$ cat src/rtl/pid_pkg.sv
// pid_pkg: shared constants and types for the PID term scheduler.
//   DEF_*_W     default widths for error, gains and integral accumulator
//   state_t     scheduler FSM encoding
//   *_SHIFT     fixed-point scaling of each term's product (P/D Q3.3, I Q0.6)
//   *_MIN/MAX   saturation limits at the default widths
package pid_pkg;
  localparam int DEF_E_W   = 6;
  localparam int DEF_K_W   = 6;
  localparam int DEF_ACC_W = 10;

  localparam int P_SHIFT = 3;
  localparam int I_SHIFT = 6;
  localparam int D_SHIFT = 3;

  localparam int ACC_MIN = -512;
  localparam int ACC_MAX = 511;
  localparam int U_MIN   = -32;
  localparam int U_MAX   = 31;

  typedef enum logic [2:0] {
    ST_IDLE,
    ST_LOAD,
    ST_MUL_P,
    ST_MUL_I,
    ST_MUL_D,
    ST_SUM
  } state_t;
endpackage

$ cat src/rtl/pid_shift_mult.sv
// pid_shift_mult: sequential signed(A) x unsigned(B) shift-add multiplier.
//   clk, rst  clock, async active-high reset
//   ena       hold everything when low
//   load      capture a/b, clear accumulator (has priority over step)
//   step      consume one multiplier bit, LSB first
//   done      high in the cycle the final (B_W-th) bit is consumed
//   product   running sum including the current step's partial product,
//             so it is the full result in the cycle done is high
module pid_shift_mult #(
  parameter int A_W = 10,
  parameter int B_W = 6
) (
  input  logic                      clk,
  input  logic                      rst,
  input  logic                      ena,
  input  logic                      load,
  input  logic                      step,
  input  logic signed [A_W-1:0]     a,
  input  logic        [B_W-1:0]     b,
  output logic                      done,
  output logic signed [A_W+B_W-1:0] product
);
  localparam int P_W = A_W + B_W;
  localparam int C_W = $clog2(B_W + 1);

  // a_q carries the operand already shifted to the current bit weight and
  // b_q shifts right, so each step only looks at b_q[0].
  logic signed [P_W-1:0] a_q, acc_q, partial;
  logic        [B_W-1:0] b_q;
  logic        [C_W-1:0] cnt_q;

  always_comb begin
    partial = b_q[0] ? a_q : '0;
    product = acc_q + partial;
    done    = step && (cnt_q == C_W'(B_W - 1));
  end

  always_ff @(posedge clk or posedge rst) begin
    if (rst) begin
      a_q   <= '0;
      b_q   <= '0;
      acc_q <= '0;
      cnt_q <= '0;
    end else if (ena) begin
      if (load) begin
        a_q   <= {{B_W{a[A_W-1]}}, a};
        b_q   <= b;
        acc_q <= '0;
        cnt_q <= '0;
      end else if (step) begin
        acc_q <= product;
        a_q   <= a_q <<< 1;
        b_q   <= b_q >> 1;
        cnt_q <= cnt_q + C_W'(1);
      end
    end
  end
endmodule

$ cat src/rtl/pid_term_scheduler.sv
// pid_term_scheduler: one PID sample per start, P/I/D multiplies sharing a
// single shift-add multiplier.
//   clk, rst        clock, async active-high reset
//   ena             global enable, low freezes all state
//   start           request a sample (honoured only when idle)
//   clr_int         clear integral accumulator and previous error
//   e, K_p/K_i/K_d  signed error and unsigned gains, sampled in LOAD
//   u               saturated output, held between samples
//   valid           one-cycle pulse with each new u
//   busy            sample in progress
module pid_term_scheduler
  import pid_pkg::*;
#(
  parameter int E_W   = DEF_E_W,
  parameter int K_W   = DEF_K_W,
  parameter int ACC_W = DEF_ACC_W
) (
  input  logic                  clk,
  input  logic                  rst,
  input  logic                  ena,
  input  logic                  start,
  input  logic                  clr_int,
  input  logic signed [E_W-1:0] e,
  input  logic        [K_W-1:0] K_p,
  input  logic        [K_W-1:0] K_i,
  input  logic        [K_W-1:0] K_d,
  output logic signed [E_W-1:0] u,
  output logic                  valid,
  output logic                  busy
);
  localparam int PROD_W = ACC_W + K_W;
  localparam int SUM_W  = PROD_W + 2;
  localparam int D_W    = E_W + 1;

  localparam logic signed [ACC_W:0] ACC_HI = (ACC_W+1)'(2**(ACC_W-1) - 1);
  localparam logic signed [ACC_W:0] ACC_LO = (ACC_W+1)'(-(2**(ACC_W-1)));
  localparam logic signed [SUM_W-1:0] U_HI = SUM_W'(2**(E_W-1) - 1);
  localparam logic signed [SUM_W-1:0] U_LO = SUM_W'(-(2**(E_W-1)));

  state_t state_q, state_d;

  logic signed [E_W-1:0]   e_q, e_prev_q, u_pend_q, u_q, u_sat, p_base;
  logic        [K_W-1:0]   k_i_q, k_d_q;
  logic signed [ACC_W-1:0] i_acc_q, i_base, i_acc_nxt;
  logic signed [ACC_W:0]   i_sum;
  logic signed [D_W-1:0]   de_q, de_nxt;
  logic signed [SUM_W-1:0] sum_q, term_ext;
  logic signed [PROD_W-1:0] term;
  logic                    out_pend_q, valid_q;

  logic                    mul_load, mul_step, mul_done;
  logic signed [ACC_W-1:0] mul_a;
  logic        [K_W-1:0]   mul_b;
  logic signed [PROD_W-1:0] mul_prod;

  pid_shift_mult #(.A_W(ACC_W), .B_W(K_W)) u_mult (
    .clk     (clk),
    .rst     (rst),
    .ena     (ena),
    .load    (mul_load),
    .step    (mul_step),
    .a       (mul_a),
    .b       (mul_b),
    .done    (mul_done),
    .product (mul_prod)
  );

  // Output register stage: out_pend_q keeps busy high for the cycle between
  // SUM and the valid pulse, so start is not taken until valid is showing.
  assign busy  = (state_q != ST_IDLE) || out_pend_q;
  assign valid = valid_q && ena;
  assign u     = u_q;

  // LOAD-time arithmetic. A clear in the same cycle as LOAD wins, so the
  // add and the difference are taken against zero.
  always_comb begin
    i_base = clr_int ? '0 : i_acc_q;
    p_base = clr_int ? '0 : e_prev_q;
    i_sum  = {i_base[ACC_W-1], i_base} + {{(ACC_W+1-E_W){e[E_W-1]}}, e};
    if (i_sum > ACC_HI)      i_acc_nxt = ACC_HI[ACC_W-1:0];
    else if (i_sum < ACC_LO) i_acc_nxt = ACC_LO[ACC_W-1:0];
    else                     i_acc_nxt = i_sum[ACC_W-1:0];
    de_nxt = {e[E_W-1], e} - {p_base[E_W-1], p_base};
  end

  // Per-term scaling (arithmetic shift floors) and final saturation.
  always_comb begin
    case (state_q)
      ST_MUL_P: term = mul_prod >>> P_SHIFT;
      ST_MUL_I: term = mul_prod >>> I_SHIFT;
      default:  term = mul_prod >>> D_SHIFT;
    endcase
    term_ext = {{(SUM_W-PROD_W){term[PROD_W-1]}}, term};
    if (sum_q > U_HI)      u_sat = U_HI[E_W-1:0];
    else if (sum_q < U_LO) u_sat = U_LO[E_W-1:0];
    else                   u_sat = sum_q[E_W-1:0];
  end

  // Next state and multiplier control. The next operand is loaded on the
  // same edge that finishes the previous term, so no cycle is lost.
  always_comb begin
    state_d  = state_q;
    mul_load = 1'b0;
    mul_step = 1'b0;
    mul_a    = '0;
    mul_b    = '0;
    case (state_q)
      ST_IDLE: if (start && !out_pend_q) state_d = ST_LOAD;
      ST_LOAD: begin
        mul_load = 1'b1;
        mul_a    = {{(ACC_W-E_W){e[E_W-1]}}, e};
        mul_b    = K_p;
        state_d  = ST_MUL_P;
      end
      ST_MUL_P: begin
        mul_step = 1'b1;
        if (mul_done) begin
          mul_load = 1'b1;
          mul_a    = i_acc_q;
          mul_b    = k_i_q;
          state_d  = ST_MUL_I;
        end
      end
      ST_MUL_I: begin
        mul_step = 1'b1;
        if (mul_done) begin
          mul_load = 1'b1;
          mul_a    = {{(ACC_W-D_W){de_q[D_W-1]}}, de_q};
          mul_b    = k_d_q;
          state_d  = ST_MUL_D;
        end
      end
      ST_MUL_D: begin
        mul_step = 1'b1;
        if (mul_done) state_d = ST_SUM;
      end
      ST_SUM:  state_d = ST_IDLE;
      default: state_d = ST_IDLE;
    endcase
  end

  always_ff @(posedge clk or posedge rst) begin
    if (rst) begin
      state_q    <= ST_IDLE;
      e_q        <= '0;
      e_prev_q   <= '0;
      k_i_q      <= '0;
      k_d_q      <= '0;
      i_acc_q    <= '0;
      de_q       <= '0;
      sum_q      <= '0;
      u_pend_q   <= '0;
      u_q        <= '0;
      out_pend_q <= 1'b0;
      valid_q    <= 1'b0;
    end else if (ena) begin
      state_q <= state_d;
      valid_q <= out_pend_q;
      if (out_pend_q) begin
        u_q        <= u_pend_q;
        out_pend_q <= 1'b0;
      end
      if (clr_int) begin
        i_acc_q  <= '0;
        e_prev_q <= '0;
      end
      case (state_q)
        ST_LOAD: begin
          e_q     <= e;
          k_i_q   <= K_i;
          k_d_q   <= K_d;
          i_acc_q <= i_acc_nxt;
          de_q    <= de_nxt;
          sum_q   <= '0;
        end
        ST_MUL_P, ST_MUL_I, ST_MUL_D:
          if (mul_done) sum_q <= sum_q + term_ext;
        ST_SUM: begin
          u_pend_q   <= u_sat;
          out_pend_q <= 1'b1;
          // a finishing sample records its error even over a coincident clear
          e_prev_q   <= e_q;
        end
        default: ;
      endcase
    end
  end
endmodule

$ cat config.mk
export PLATFORM = sky130hd
export DESIGN_NAME = pid_term_scheduler
export DESIGN_NICKNAME = d
export VERILOG_FILES = /design/src/rtl/pid_pkg.sv /design/src/rtl/pid_shift_mult.sv /design/src/rtl/pid_term_scheduler.sv
export SDC_FILE = /design/constraint.sdc
export NUM_CORES = 1
export LEC_CHECK = 0
export CAP_MARGIN = 20
export CORE_MARGIN = 2
export CORE_UTILIZATION = 35
export DETAILED_ROUTE_END_ITERATION = 10
export PLACE_DENSITY = 0.63
export SYNTH_ARGS = -nofsm -noshare
export SYNTH_HDL_FRONTEND = slang
export SYNTH_SLANG_ARGS = --single-unit
$ cat constraint.sdc
create_clock -name clk -period 4.6 [get_ports clk]
set_clock_uncertainty 0.2 [all_clocks]
set_input_delay 0.69 -clock clk [delete_from_list [all_inputs] [get_ports clk]]
set_output_delay 0.69 -clock clk [all_outputs]
set_load 0.01 [all_outputs]
==> impl_metrics.tcl <==
set metrics [dict create \
    outcome "finished, final reports clean" \
    wl_met1_um 8590 \
    die_area_um2 22200 \
    worstHoldStart "de_q[2]$_DFFE_PP0P_" \
    ys_ff_latch 117 \
    grt_pass1_vias 5659 \
    worstSkewPairLatency_ns 0.42 \
    place_congestion 0.829 \
    dr.pass1.iters 5 \
    pwr-share-clk 0.258 \
    syn_area_um2 7370 \
    grt_overflow 0 \
    grt_first_pass_wirelength_um 28900 \
    grt_usage 0.161 \
    critical_path.max_fanout 15 \
    final_common_cell "dfrtp_1" \
    finalCritPeriodShare 0.937 \
    hold_viol 0 \
    final_cell_mix "dfrtp_1, nand2_1, o21ai_0" \
    yosysWarnings 0 \
    cp-end-kind "flop" \
    max-vdd-ir-drop_mv 0.279 \
    maxCapViolations 0 \
    via_per_inst 5.24 \
    synth_edf_count 0 \
    fillCellCount 2054 \
    area_delta_synth_final_pct 19.7 \
    synth_ff_type "dfrtp_1" \
    ys_types 53 \
    worstPathRequired_ns 4.70 \
    io_buffer_count 36 \
    dp_hpwl_um 11800 \
    maxSlewViolCount 0 \
    synth_top_area_cell "dfrtp_1" \
    yosys-top-cells-area "dfrtp_1, ha_1, nand2_1, o21ai_0, mux2_2" \
    slew_headroom 0.409 \
    cts.clk_slew.worst_paths_ns 0.06 \
    drt-initial-drc-count 347 \
    die_h_um 149 \
    clock-sinks 117 \
    drcViolationCount 0 \
    antenna_left 0 \
    synth_nets 877 \
    cts_root_buffer "clkbuf_16" \
    p_sw_uw 1950 \
    routedWlPerCell_um 15.3 \
    nets 915 \
    r2r_end "sum_q[17]$_DFFE_PP0P_" \
    seqPwrFrac 0.322 \
    io_pins 37 \
    async_flop_share 1.00 \
    cts_buffer_depth 2 \
    tightest_slew_ns 0.884 \
    r2r_setup_slack_ns 0.29 \
    p_per_area_nw_per_um2 575 \
    dr_wl_met2_um 7660 \
    p_comb_frac 0.420 \
    hold_path.class "flop to flop" \
    rsz0062_at_grt "true" \
    cp.arrival_ns 4.41 \
    ys_seq_area_frac 0.397 \
    antenna_cells 0 \
    rr_worst_depth 19 \
    wl_met3_um 685 \
    max_freq_ghz 0.232 \
    htree_levels 4 \
    core-area_um2 20800 \
    antenna_found_initial 0 \
    layout-drive-gt1-share 0.134 \
    initial_core_util 0.354 \
    post-place-cells 1083 \
    hold_depth 2 \
    synth.avg_cell_area_um2 9.30 \
    crit_type "flop to flop" \
    cts_buffers 17 \
    top_layer "met4" \
    sw_frac_of_total 0.385 \
    rows 53 \
    layout.cells.non_filler 1118 \
    worst_setup_path_start_kind "flop" \
    cts_tree "yes" \
    post-route-min-period_ns 4.31 \
    p_total_uw 5070 \
    p_int_uw 3120 \
    vias 5862 \
    fin_util 0.423 \
    setup_viol 0 \
    power.leakage_uw 0.00410 \
    totalWireLength_um 17100 \
    timing.rr.start "u_mult.b_q[0]$_DFFE_PP0P_" \
    grt_max_degree 81 \
    die_x_um 149 \
    synthCells 792 \
    holdPathEnd "de_q[2]$_DFFE_PP0P_" \
    netlist.area_leader.share 0.397 \
]
## cells by family (layout without fill, tap and decap cells)
kind of cell               after synthesis  count (layout)  synth area share
DFF                                    117             117             0.397
AOI/OAI and AO/OA                      235             235             0.222
and+or+nand+nor                        260             260             0.160
adders and majority gates               56              56            0.0992
muxes                                   29              29            0.0438
buffers and inverters                   53             104            0.0273
xor gates and xnor gates                42              42            0.0499
## cell type report
cell class | count | area, um2 | area share
multi-input combinational | 622 | 4370 | 0.496
sequential | 117 | 2930 | 0.332
timing repair buffer | 55 | 531 | 0.0602
clock buffer | 21 | 450 | 0.0511
tap | 275 | 344 | 0.0390
clock inverter | 11 | 128 | 0.0145
inverter | 17 | 66.3 | 0.00752
## power by group through the flow
stage | Combinational, uW | Clock [uW] | Sequential [uW]
finish | 2130 | 1310 | 1630
global route | 2420 | 1380 | 1690
CTS | 2060 | 1330 | 1630
detailed placement | 2040 | 0 | 1650
global placement | 2010 | 0 | 1640
floorplan | 1600 | 0 | 1560
## worst max-delay path, stage by stage, from the launching register on
cell and delay, ns:
dfrtp_1 0.38, buf_4 0.18, and2_1 0.15, ha_1 0.31, or2_2 0.33, a31oi_4 0.19
a21oi_1 0.10, a21o_1 0.20, a21oi_1 0.16, xor2_1 0.21, o21ai_1 0.11, ha_1 0.32
and3_1 0.19, a221oi_2 0.29, o211ai_1 0.19, a21oi_2 0.19, o21ai_1 0.10, xnor2_1 0.16
o211ai_1 0.17, o31ai_1 0.09
## Yosys cell counts, types with 2 or more instances
| cell type | number |
|---|---|
| dfrtp_1 | 117 |
| nand2_1 | 104 |
| o21ai_0 | 77 |
| nor2_1 | 63 |
| ha_1 | 52 |
| a21oi_1 | 35 |
| clkbuf_1 | 32 |
| nand3_1 | 27 |
| mux2_2 | 26 |
| xnor2_1 | 26 |
| a22o_1 | 25 |
| a21o_1 | 23 |
| a221oi_1 | 20 |
| and2_1 | 18 |
| nor2b_1 | 18 |
| inv_1 | 17 |
| xor2_1 | 16 |
| a211o_1 | 10 |
| nand2b_1 | 10 |
| o21a_1 | 7 |
| and3_1 | 6 |
| a31oi_1 | 5 |
| o21bai_1 | 5 |
| o31ai_1 | 5 |
| fa_1 | 4 |
| nand4_1 | 4 |
| mux2i_1 | 3 |
| nor3_1 | 3 |
| nor4_1 | 3 |
| o211ai_1 | 3 |
| a211oi_1 | 2 |
| a31o_2 | 2 |
| buf_1 | 2 |
| buf_2 | 2 |
| o2111ai_1 | 2 |
## flip-flops by register name, summed over array words and instances, names as in the netlist, 6 cells and up
signal and cells:
sum_q 18, u_mult.a_q 16, u_mult.acc_q 16, i_acc_q 10
de_q 7, e_prev_q 6, e_q 6, k_d_q 6
k_i_q 6, u 6, u_mult.b_q 6, u_pend_q 6
## per-layer routing
layer	vias up	GRT usage
met2	100	0.242
li1	2926	-
met3	11	0.0318
met5	-	0
met1	2825	0.239
met4	0	0.0400
## repair_timing
action,CTS,global route
pin swaps,1,7
hold buffers,0,0
resized for setup,2,24
endpoints found under the setup margin,4,6
setup buffers,0,1
## how the worst max path moves through the flow
stage | startpoint | endpoint | slack, ns | cells past startpoint
floorplan | u_mult.b_q[0]$_DFFE_PP0P_ | sum_q[17]$_DFFE_PP0P_ | 0.05 | 21
global route | u_mult.b_q[0]$_DFFE_PP0P_ | sum_q[17]$_DFFE_PP0P_ | -0.04 | 21
detailed placement | u_mult.a_q[0]$_DFFE_PP0P_ | sum_q[17]$_DFFE_PP0P_ | -0.03 | 20
finish | u_mult.b_q[0]$_DFFE_PP0P_ | sum_q[17]$_DFFE_PP0P_ | 0.29 | 19
CTS | u_mult.b_q[0]$_DFFE_PP0P_ | sum_q[17]$_DFFE_PP0P_ | 0.009 | 21
global placement | u_mult.a_q[0]$_DFFE_PP0P_ | sum_q[15]$_DFFE_PP0P_ | 0.02 | 20
## metrics by stage
stage	area, um2	TNS (ns)	hold slack [ns]	worst slack (ns)
after detailed placement	8080	-0.0672	0.269	-0.0334
final	8820	0	0.278	0.290
after floorplan	7370	0	0.246	0.0521
after CTS	8670	0	0.283	0.00932
after global routing	8820	-0.0630	0.305	-0.0380
after global placement	8080	0	0.261	0.0170
Power figures use the tool's default switching activity.
